$ cat src/rtl/sar_pkg.sv
// Shared types and constants for the SAR control logic.
// Build option: define SAR_SETTLE_EN to add a one-cycle DAC settle state
// ahead of every comparator wait (3 cycles per bit instead of 2).
package sar_pkg;

  localparam int SAR_N_DEFAULT = 8;

`ifdef SAR_SETTLE_EN
  localparam int SAR_CPB = 3;
  typedef enum logic [1:0] {IDLE, SETTLE, WAIT, DECIDE} sar_state_t;
`else
  localparam int SAR_CPB = 2;
  typedef enum logic [1:0] {IDLE, WAIT, DECIDE} sar_state_t;
`endif

endpackage

$ cat src/rtl/sar_logic_if.sv
// Conversion handshake and comparator/DAC bus of the SAR controller.
interface sar_logic_if #(parameter int N = 8);
  logic         start;
  logic         cmp_out;
  logic [N-1:0] dac_code;
  logic [N-1:0] result;
  logic         valid;
  logic         busy;

  modport master (output start, cmp_out, input dac_code, result, valid, busy);
  modport slave  (input start, cmp_out, output dac_code, result, valid, busy);
endinterface

$ cat src/rtl/sar_step_timer.sv
// Per-bit cycle counter. Runs while the FSM is out of IDLE and raises
// 'decide' in the last cycle before the decision cycle of each bit.
// Build option: SAR_SETTLE_EN (via sar_pkg::SAR_CPB).
module sar_step_timer
  import sar_pkg::*;
(
  input  logic clk,
  input  logic rst,
  input  logic clr,
  output logic decide
);

  logic [1:0] cnt;

  // Phase within the current bit; wraps after the decision cycle.
  always_ff @(posedge clk) begin
    if (rst || clr)                   cnt <= '0;
    else if (cnt == 2'(SAR_CPB - 1))  cnt <= '0;
    else                              cnt <= cnt + 2'd1;
  end

  assign decide = (cnt == 2'(SAR_CPB - 2));

endmodule

$ cat src/rtl/sar_logic.sv
// Successive-approximation register control: resolves an N-bit code MSB
// first from a registered comparator decision.
// Build option: SAR_SETTLE_EN inserts a SETTLE cycle before every WAIT.
module sar_logic
  import sar_pkg::*;
#(
  parameter int N = SAR_N_DEFAULT
)(
  input logic        clk,
  input logic        rst,
  sar_logic_if.slave bus
);

  localparam int IW = (N > 2) ? $clog2(N) : 1;

`ifdef SAR_SETTLE_EN
  localparam sar_state_t BIT_ENTRY = SETTLE;
`else
  localparam sar_state_t BIT_ENTRY = WAIT;
`endif

  sar_state_t    state, state_nx;
  logic [N-1:0]  code, code_nx;
  logic [N-1:0]  result_q, result_nx;
  logic [IW-1:0] idx, idx_nx, idx_m1;
  logic          valid_q, valid_nx;
  logic          busy_q, busy_nx;
  logic          decide;

  assign idx_m1 = idx - 1'b1;

  sar_step_timer u_timer (
    .clk    (clk),
    .rst    (rst),
    .clr    (state == IDLE),
    .decide (decide)
  );

  // State and datapath registers; reset wins over any pending start.
  always_ff @(posedge clk) begin
    if (rst) begin
      state    <= IDLE;
      code     <= '0;
      result_q <= '0;
      idx      <= IW'(N - 1);
      valid_q  <= 1'b0;
      busy_q   <= 1'b0;
    end else begin
      state    <= state_nx;
      code     <= code_nx;
      result_q <= result_nx;
      idx      <= idx_nx;
      valid_q  <= valid_nx;
      busy_q   <= busy_nx;
    end
  end

  // Next-state and trial-code update; valid is a single-cycle pulse.
  always_comb begin
    state_nx  = state;
    code_nx   = code;
    result_nx = result_q;
    idx_nx    = idx;
    valid_nx  = 1'b0;
    busy_nx   = busy_q;
    case (state)
      IDLE: begin
        if (bus.start) begin
          code_nx        = '0;
          code_nx[N-1]   = 1'b1;
          idx_nx         = IW'(N - 1);
          busy_nx        = 1'b1;
          state_nx       = BIT_ENTRY;
        end
      end
`ifdef SAR_SETTLE_EN
      SETTLE: state_nx = WAIT;
`endif
      WAIT: begin
        if (decide) state_nx = DECIDE;
      end
      DECIDE: begin
        // Tie (cmp_out=0) clears the bit, so the code stays strictly below in_p.
        code_nx[idx] = bus.cmp_out;
        if (idx != '0) begin
          code_nx[idx_m1] = 1'b1;
          idx_nx          = idx_m1;
          state_nx        = BIT_ENTRY;
        end else begin
          result_nx = code_nx;
          valid_nx  = 1'b1;
          busy_nx   = 1'b0;
          state_nx  = IDLE;
        end
      end
      default: state_nx = IDLE;
    endcase
  end

  assign bus.dac_code = code;
  assign bus.result   = result_q;
  assign bus.valid    = valid_q;
  assign bus.busy     = busy_q;

endmodule

$ cat src/flat_wrapper.sv
// flat-port wrapper written by rule: the top's interface ports become plain ports
module sar_logic_flat import sar_pkg::*;
#(
  parameter int N = SAR_N_DEFAULT
)
  (clk, rst, bus_start, bus_cmp_out, bus_dac_code, bus_result, bus_valid, bus_busy);
  sar_logic_if #(.N(N)) bus_i ();
  input logic clk;
  input logic rst;
  input wire logic [$bits(bus_i.start)-1:0] bus_start;
  input wire logic [$bits(bus_i.cmp_out)-1:0] bus_cmp_out;
  output wire logic [$bits(bus_i.dac_code)-1:0] bus_dac_code;
  output wire logic [$bits(bus_i.result)-1:0] bus_result;
  output wire logic [$bits(bus_i.valid)-1:0] bus_valid;
  output wire logic [$bits(bus_i.busy)-1:0] bus_busy;
  assign bus_i.start = bus_start;
  assign bus_i.cmp_out = bus_cmp_out;
  assign bus_dac_code = bus_i.dac_code;
  assign bus_result = bus_i.result;
  assign bus_valid = bus_i.valid;
  assign bus_busy = bus_i.busy;
  sar_logic #(.N(N)) u_core (.clk(clk), .rst(rst), .bus(bus_i));
endmodule
$ cat config.mk
export PLATFORM = sky130hd
export DESIGN_NAME = sar_logic_flat
export DESIGN_NICKNAME = d
export VERILOG_FILES = /design/src/rtl/sar_pkg.sv /design/src/rtl/sar_logic_if.sv /design/src/rtl/sar_step_timer.sv /design/src/rtl/sar_logic.sv /design/src/flat_wrapper.sv
export SDC_FILE = /design/constraint.sdc
export NUM_CORES = 1
export LEC_CHECK = 0
export CAP_MARGIN = 20
export CORE_ASPECT_RATIO = 0.5
export CORE_MARGIN = 2
export CORE_UTILIZATION = 46
export DETAILED_ROUTE_END_ITERATION = 12
export PLACE_DENSITY = 0.81
export SLEW_MARGIN = 10
export SYNTH_ARGS = -nofsm -noshare
export SYNTH_HDL_FRONTEND = slang
export SYNTH_SLANG_ARGS = --single-unit
export TNS_END_PERCENT = 30
$ cat constraint.sdc
create_clock -name clk -period 1.45 [get_ports clk]
set_input_delay 0.29 -clock clk [delete_from_list [all_inputs] [get_ports clk]]
set_output_delay 0.29 -clock clk [all_outputs]
set_load 0.02 [all_outputs]
==> results of run 1 <==
[worst reg2reg max path, stage by stage (launching register included)]
cell	delay [ns]
dfxtp_1	0.38
buf_12	0.17
nor4bb_4	0.41
buf_4	0.22
o21ai_1	0.06
a21oi_1	0.12
[cell usage in the layout, fill, tap and decap left out, types with 2 or more instances in the layout]
cell / instances
a21oi_1: 10
and2_1: 2
and2b_1: 2
buf_4: 10
buf_6: 3
clkbuf_8: 3
clkdlybuf4s50_1: 3
dfxtp_1: 23
dfxtp_2: 2
dlygate4sd2_1: 18
ha_1: 3
inv_1: 4
mux2i_1: 8
nand2_1: 3
nand2b_1: 2
nand3_1: 11
nand3b_1: 4
nor2_1: 4
nor3_1: 3
nor3b_1: 5
o211ai_1: 3
o21ai_0: 6
o21ai_1: 6
o221ai_1: 6
[power by group through the flow]
| stage | clock network (mW) | logic [mW] | registers, mW |
|---|---|---|---|
| floorplan | 0 | 0.0943 | 0.736 |
| global placement | 0 | 0.138 | 0.733 |
| detailed placement | 0 | 0.141 | 0.734 |
| CTS | 0.419 | 0.137 | 0.718 |
| global route | 0.443 | 0.154 | 0.724 |
| finish | 0.409 | 0.141 | 0.720 |
[cell type report]
type,instances,area [sq um]
fill,229,980
inverter,6,25.0
sequential,25,503
timing repair buffer,35,317
multi-input combinational,93,671
clock buffer,4,45.0
tap,37,46.3
[routing by layer]
| metal | vias up | track usage (%) | part of all wire (%) | wire length [microns] |
|---|---|---|---|---|
| met1 | 518 | 22.3 | 48 | 1350 |
| met5 | - | 0 | 0 | 0 |
| met2 | 44 | 28.9 | 44 | 1240 |
| met4 | 0 | 3.13 | 0 | 0 |
| li1 | 547 | - | - | - |
| met3 | 0 | 5.07 | 8.4 | 237 |
[flip-flops by register name, summed over array words and instances (netlist names)]
| name | flops |
|---|---|
| u_core.bus.dac_code | 8 |
| u_core.state | 2 |
| u_core.idx | 3 |
| u_core.bus.busy | 1 |
| u_core.bus.result | 8 |
| u_core.bus.valid | 1 |
| u_core.u_timer.cnt | 2 |
[metrics by stage]
stage               setup slack, ns  area, sq um  std cells  setup TNS [ns]  power (mW)
floorplan                    0.0242         1260        135               0       0.830
global placement            -0.0649         1510        191          -0.160       0.871
detailed placement          -0.0377         1510        191         -0.0876       0.874
CTS                         0.00460         1540        195               0        1.27
global route                -0.0322         1610        200          -0.236        1.32
finish                       0.0199         1610        200               0        1.27
[final timing paths]
kind,startpoint,to,cells past startpoint
setup / recovery,u_core.idx[2]$_SDFFE_PP1P_,u_core.bus.result[7]$_SDFFE_PP0P_,5
setup reg to reg,u_core.idx[2]$_SDFFE_PP1P_,u_core.bus.result[7]$_SDFFE_PP0P_,5
hold / removal,u_core.u_timer.cnt[0]$_SDFF_PP0_,u_core.u_timer.cnt[0]$_SDFF_PP0_,1
hold reg to reg,u_core.u_timer.cnt[0]$_SDFF_PP0_,u_core.u_timer.cnt[0]$_SDFF_PP0_,1
[cell families after synthesis]
| group | share of synthesized area [%] |
|---|---|
| simple gates | 20.9 |
| compound gates | 19.7 |
| flops | 39.9 |
| buf+inv | 9.18 |
| mux | 6.39 |
| fa+ha+maj | 3.99 |
[timing repair]
item                                    4_1_cts  5_1_grt
resized for setup                            20       20
setup buffers                                 0        3
cloned                                        0        2
pin swaps                                     0        3
endpoints found under the setup margin       25        9
==> flow_summary.yaml, run 1 <==
status:
  outcome: "completed"
die:
  dieArea_sq_mm: 0.00318
  fp-row-count: 13
  start_util_pct: 48.5
  io_pins: 22
  die_w_microns: 77.8
  die_h_microns: 40.9
  fp.coreArea_sq_mm: 0.00259
sta:
  rsz0062_at_grt: "yes"
  hold_viol: 0
  slew_headroom_pct: 75.6
  tightest_slew_ns: 0.365
  period_minus_slack_ns: 1.43
  setup_violations: 0
  period_share_pct: 98.6
  drv_slew: 0
  skew_ns: 0.00187
  fmax_mhz: 699
  holdWs_ns: 0.467
critical_path:
  crit_chain: "buf_12, nor4bb_4, buf_4, o21ai_1, a21oi_1"
  cp_max_fo: 13
  rrSetupSlack_ns: 0.02
  required_ns: 1.65
  cp_slowest_stage_delay_ns: 0.40
  worst-path-buf-inv: 2
  crit_family: "simple AND/OR/NAND/NOR gates"
  cp_slowest_cell: "nor4bb_4"
  arrival_ns: 1.63
  path_class: "reg -> reg"
  cp-start-kind: "flop"
  end_kind: "flop"
detailed_routing:
  drtIter0Drc: 109
  wl_microns: 2830
  vias: 1109
  dr.pass1.iters: 4
  drtAntennaViolNets: 0
  wire_per_inst_microns: 14.1
  vias_per_cell: 5.55
  drc: 0
pwr:
  p_seq_share_pct: 56.7
  p_comb_share_pct: 11.1
  intPower_uw: 961
  power_density_mw_per_mm2: 791
  p_leak_nw: 0.690
  ir_drop_mv: 0.470
  switchingPower_uw: 310
  clkPwrFrac_pct: 32.2
  swShare_pct: 24.4
synth:
  synthCells: 135
  synth.avg_cell_area_sq_um: 9.29
  synth.distinct_cells: 35
  synth-edff-count: 0
  syn_nets: 143
  synth_area_leaders: "dfxtp_1, mux2i_1, o21ai_0"
  yosysSeqAreaShare_pct: 39.9
  synth-warning-count: 0
  synth_area_sq_mm: 0.00125
  ys.flop_type: "dfxtp_1"
  ys_ff_latch: 25
  synthArstFlopShare_pct: 0
  yosysMostFrequentCell: "dfxtp_1"
  synth_commonest_cells: "dfxtp_1, o21ai_0, nand3_1"
  synth_top_area_share_pct: 39.9
  synth_top_cell_by_area: "dfxtp_1"
finish:
  antenna_cells: 0
  finalNetCount: 172
  area_growth_pct: 28.1
  drive_above_1_share_pct: 17.8
  utilization_pct: 62.1
global_route:
  grt_pass1_wl_microns: 4040
  grt_pass1_vias: 882
  antenna_found_initial: 0
  grt_overflow: 0
  grtUsageTotal_pct: 17.0
  grt_max_degree: 19
clocking:
  cts_root_buffer: "clkbuf_8"
  hold_buffers: 0
  tritoncts: "done"
  cts_buffers: 3
  path_clk_slew_ns: 0.08
  htree_num_levels: 1
  ctsLongestPathBuffers: 2
  cts.sinks: 25
  clock_latency_ns: 0.27
place:
  port_buffers: 21
  finalWeightedCongestion: 0.821
  dp_hpwl_microns: 1950
run:
  drv_cap: 0
hold_path:
  worst_hold_path_type: "reg -> reg"
No activity file was read; power rests on OpenSTA's default activity.
==> run 2: changes to the inputs <==
Settings changed: CTS_CLUSTER_DIAMETER set to 120, GPL_TIMING_DRIVEN set to 0.
==> run 2 against run 1 <==
Non-clock buffer count increased by 4. Critical path depth increased by 1. Flip-flop and latch count unchanged. Utilization increased by 4.3 points. Routed wire length increased by 19%. Clock skew increased by 0.0042 ns. Combinational power increased by 12%. Worst setup slack got worse by 0.012 ns. Critical endpoint is now u_core.bus.dac_code[3]$_SDFFE_PP0P_.
==> flow_summary.yaml, run 2 (synthesis gave the netlist of run 1 again) <==
die:
  dieArea_sq_mm: 0.00318
  die_w_microns: 77.8
  fp.coreArea_sq_mm: 0.00259
  die_h_microns: 40.9
  start_util_pct: 48.5
  io_pins: 22
  fp-row-count: 13
finish:
  fin_cells: 204
  final_common_cell: "dfxtp_1"
  fillCellCount: 197
  final_cell_mix: "dfxtp_1, dlygate4sd2_1, o21ai_0"
  design_area_sq_mm: 0.00172
  multi_input_area_sq_um: 724
  finalNetCount: 176
  seq_area_sq_um: 507
  utilization_pct: 66.4
  area_growth_pct: 36.9
  drive_above_1_share_pct: 26.9
  antenna_cells: 0
global_route:
  grt_pass1_vias: 998
  grt_pass1_wl_microns: 4750
  grt_max_degree: 15
  grt_overflow: 0
  grtUsageTotal_pct: 20.8
  antenna_found_initial: 0
sta:
  skew_ns: 0.00610
  tightest_slew_ns: 0.387
  period_share_pct: 99.5
  rsz0062_at_grt: "yes"
  period_minus_slack_ns: 1.44
  totalNegativeSetupSlack_ns: 0
  slew_headroom_pct: 74.2
  fmax_mhz: 693
  hold_viol: 0
  setup_violations: 0
  drv_slew: 0
place:
  finalWeightedCongestion: 0.873
  port_buffers: 19
  dpl.cell_count: 191
  placed_cell_area_sq_mm: 0.00150
  dp_hpwl_microns: 2020
critical_path:
  path_class: "reg -> reg"
  cp_max_fo: 8
  end_kind: "flop"
  cp-start-kind: "flop"
  required_ns: 1.65
  arrival_ns: 1.64
clocking:
  tritoncts: "done"
  path_clk_slew_ns: 0.09
  cts.sinks: 25
  htree_num_levels: 1
  cts_buffers: 3
  hold_buffers: 0
  ctsLongestPathBuffers: 2
  clock_latency_ns: 0.27
  cts_root_buffer: "clkbuf_8"
detailed_routing:
  wire_per_inst_microns: 16.5
  wl_microns: 3370
  drtIter0Drc: 124
  vias_per_cell: 5.73
  vias: 1168
  drtAntennaViolNets: 0
  drc: 0
  dr.pass1.iters: 4
pwr:
  power_density_mw_per_mm2: 750
  p_leak_nw: 0.718
  ir_drop_mv: 0.495
  p_total_mw: 1.29
status:
  outcome: "completed"
hold_path:
  worst_hold_path_type: "in -> reg"
run:
  drv_cap: 0
-- run 2: worst max-delay path, stage by stage (launching register included) --
cell,delay [ns]
dfxtp_4,0.42
inv_4,0.06
ha_4,0.16
buf_4,0.15
nor3_1,0.27
o2111ai_1,0.19
o211ai_1,0.11
-- run 2: what timing repair did --
| item | in CTS | in global routing |
|---|---|---|
| gates resized for setup | 33 | 15 |
| gates cloned | 2 | 0 |
| pin swaps | 2 | 1 |
| setup buffers | 5 | 3 |
| hold endpoints to repair | 0 | 0 |
| setup endpoints to repair | 36 | 19 |
-- run 2: worst paths after layout --
path / start / slack [ns] / cells past startpoint / end
worst max register to register: u_core.idx[0]$_SDFFE_PP1P_ / 0.008 / 6 / u_core.bus.dac_code[3]$_SDFFE_PP0P_
worst min-delay path: rst / 0.32 / 2 / u_core.state[0]$_SDFFE_PP0P_
worst max-delay path: u_core.idx[0]$_SDFFE_PP1P_ / 0.008 / 6 / u_core.bus.dac_code[3]$_SDFFE_PP0P_
worst min register to register: u_core.u_timer.cnt[0]$_SDFF_PP0_ / 0.48 / 1 / u_core.u_timer.cnt[0]$_SDFF_PP0_
-- run 2: per-stage QoR --
| stage | worst slack (ns) | hold slack [ns] |
|---|---|---|
| 2_1_floorplan | 0.0242 | 0.426 |
| 3_3_place_gp | -0.137 | 0.440 |
| 3_5_place_dp | -0.201 | 0.468 |
| 4_1_cts | 0.00144 | 0.290 |
| 5_1_grt | -0.0744 | 0.317 |
| 6_report | 0.00777 | 0.322 |
-- run 2: area by class of cell --
class                           instances  share of cell area, %
Timing Repair Buffer                   29                   15.7
Inverter                                6                   1.60
Tap cell                               37                   2.70
Clock inverter                          1                  0.292
Sequential cell                        25                   29.5
Multi-Input combinational cell         93                   42.2
Clock buffer                            3                   2.41
Buffer                                 10                   5.54
-- run 2: per-layer routing --
| metal | vias up | wire length [microns] | GRT usage [%] |
|---|---|---|---|
| met2 | 56 | 1460 | 33.0 |
| met4 | 0 | 87 | 8.04 |
| met3 | 12 | 266 | 8.15 |
| met1 | 540 | 1560 | 26.4 |
| li1 | 560 | - | - |
| met5 | - | 0 | 0 |
-- run 2: report_power, final --
group          switching, mW  internal (mW)  total [mW]
clock                  0.222          0.192       0.414
sequential            0.0142          0.701       0.715
combinational         0.0923         0.0653       0.158
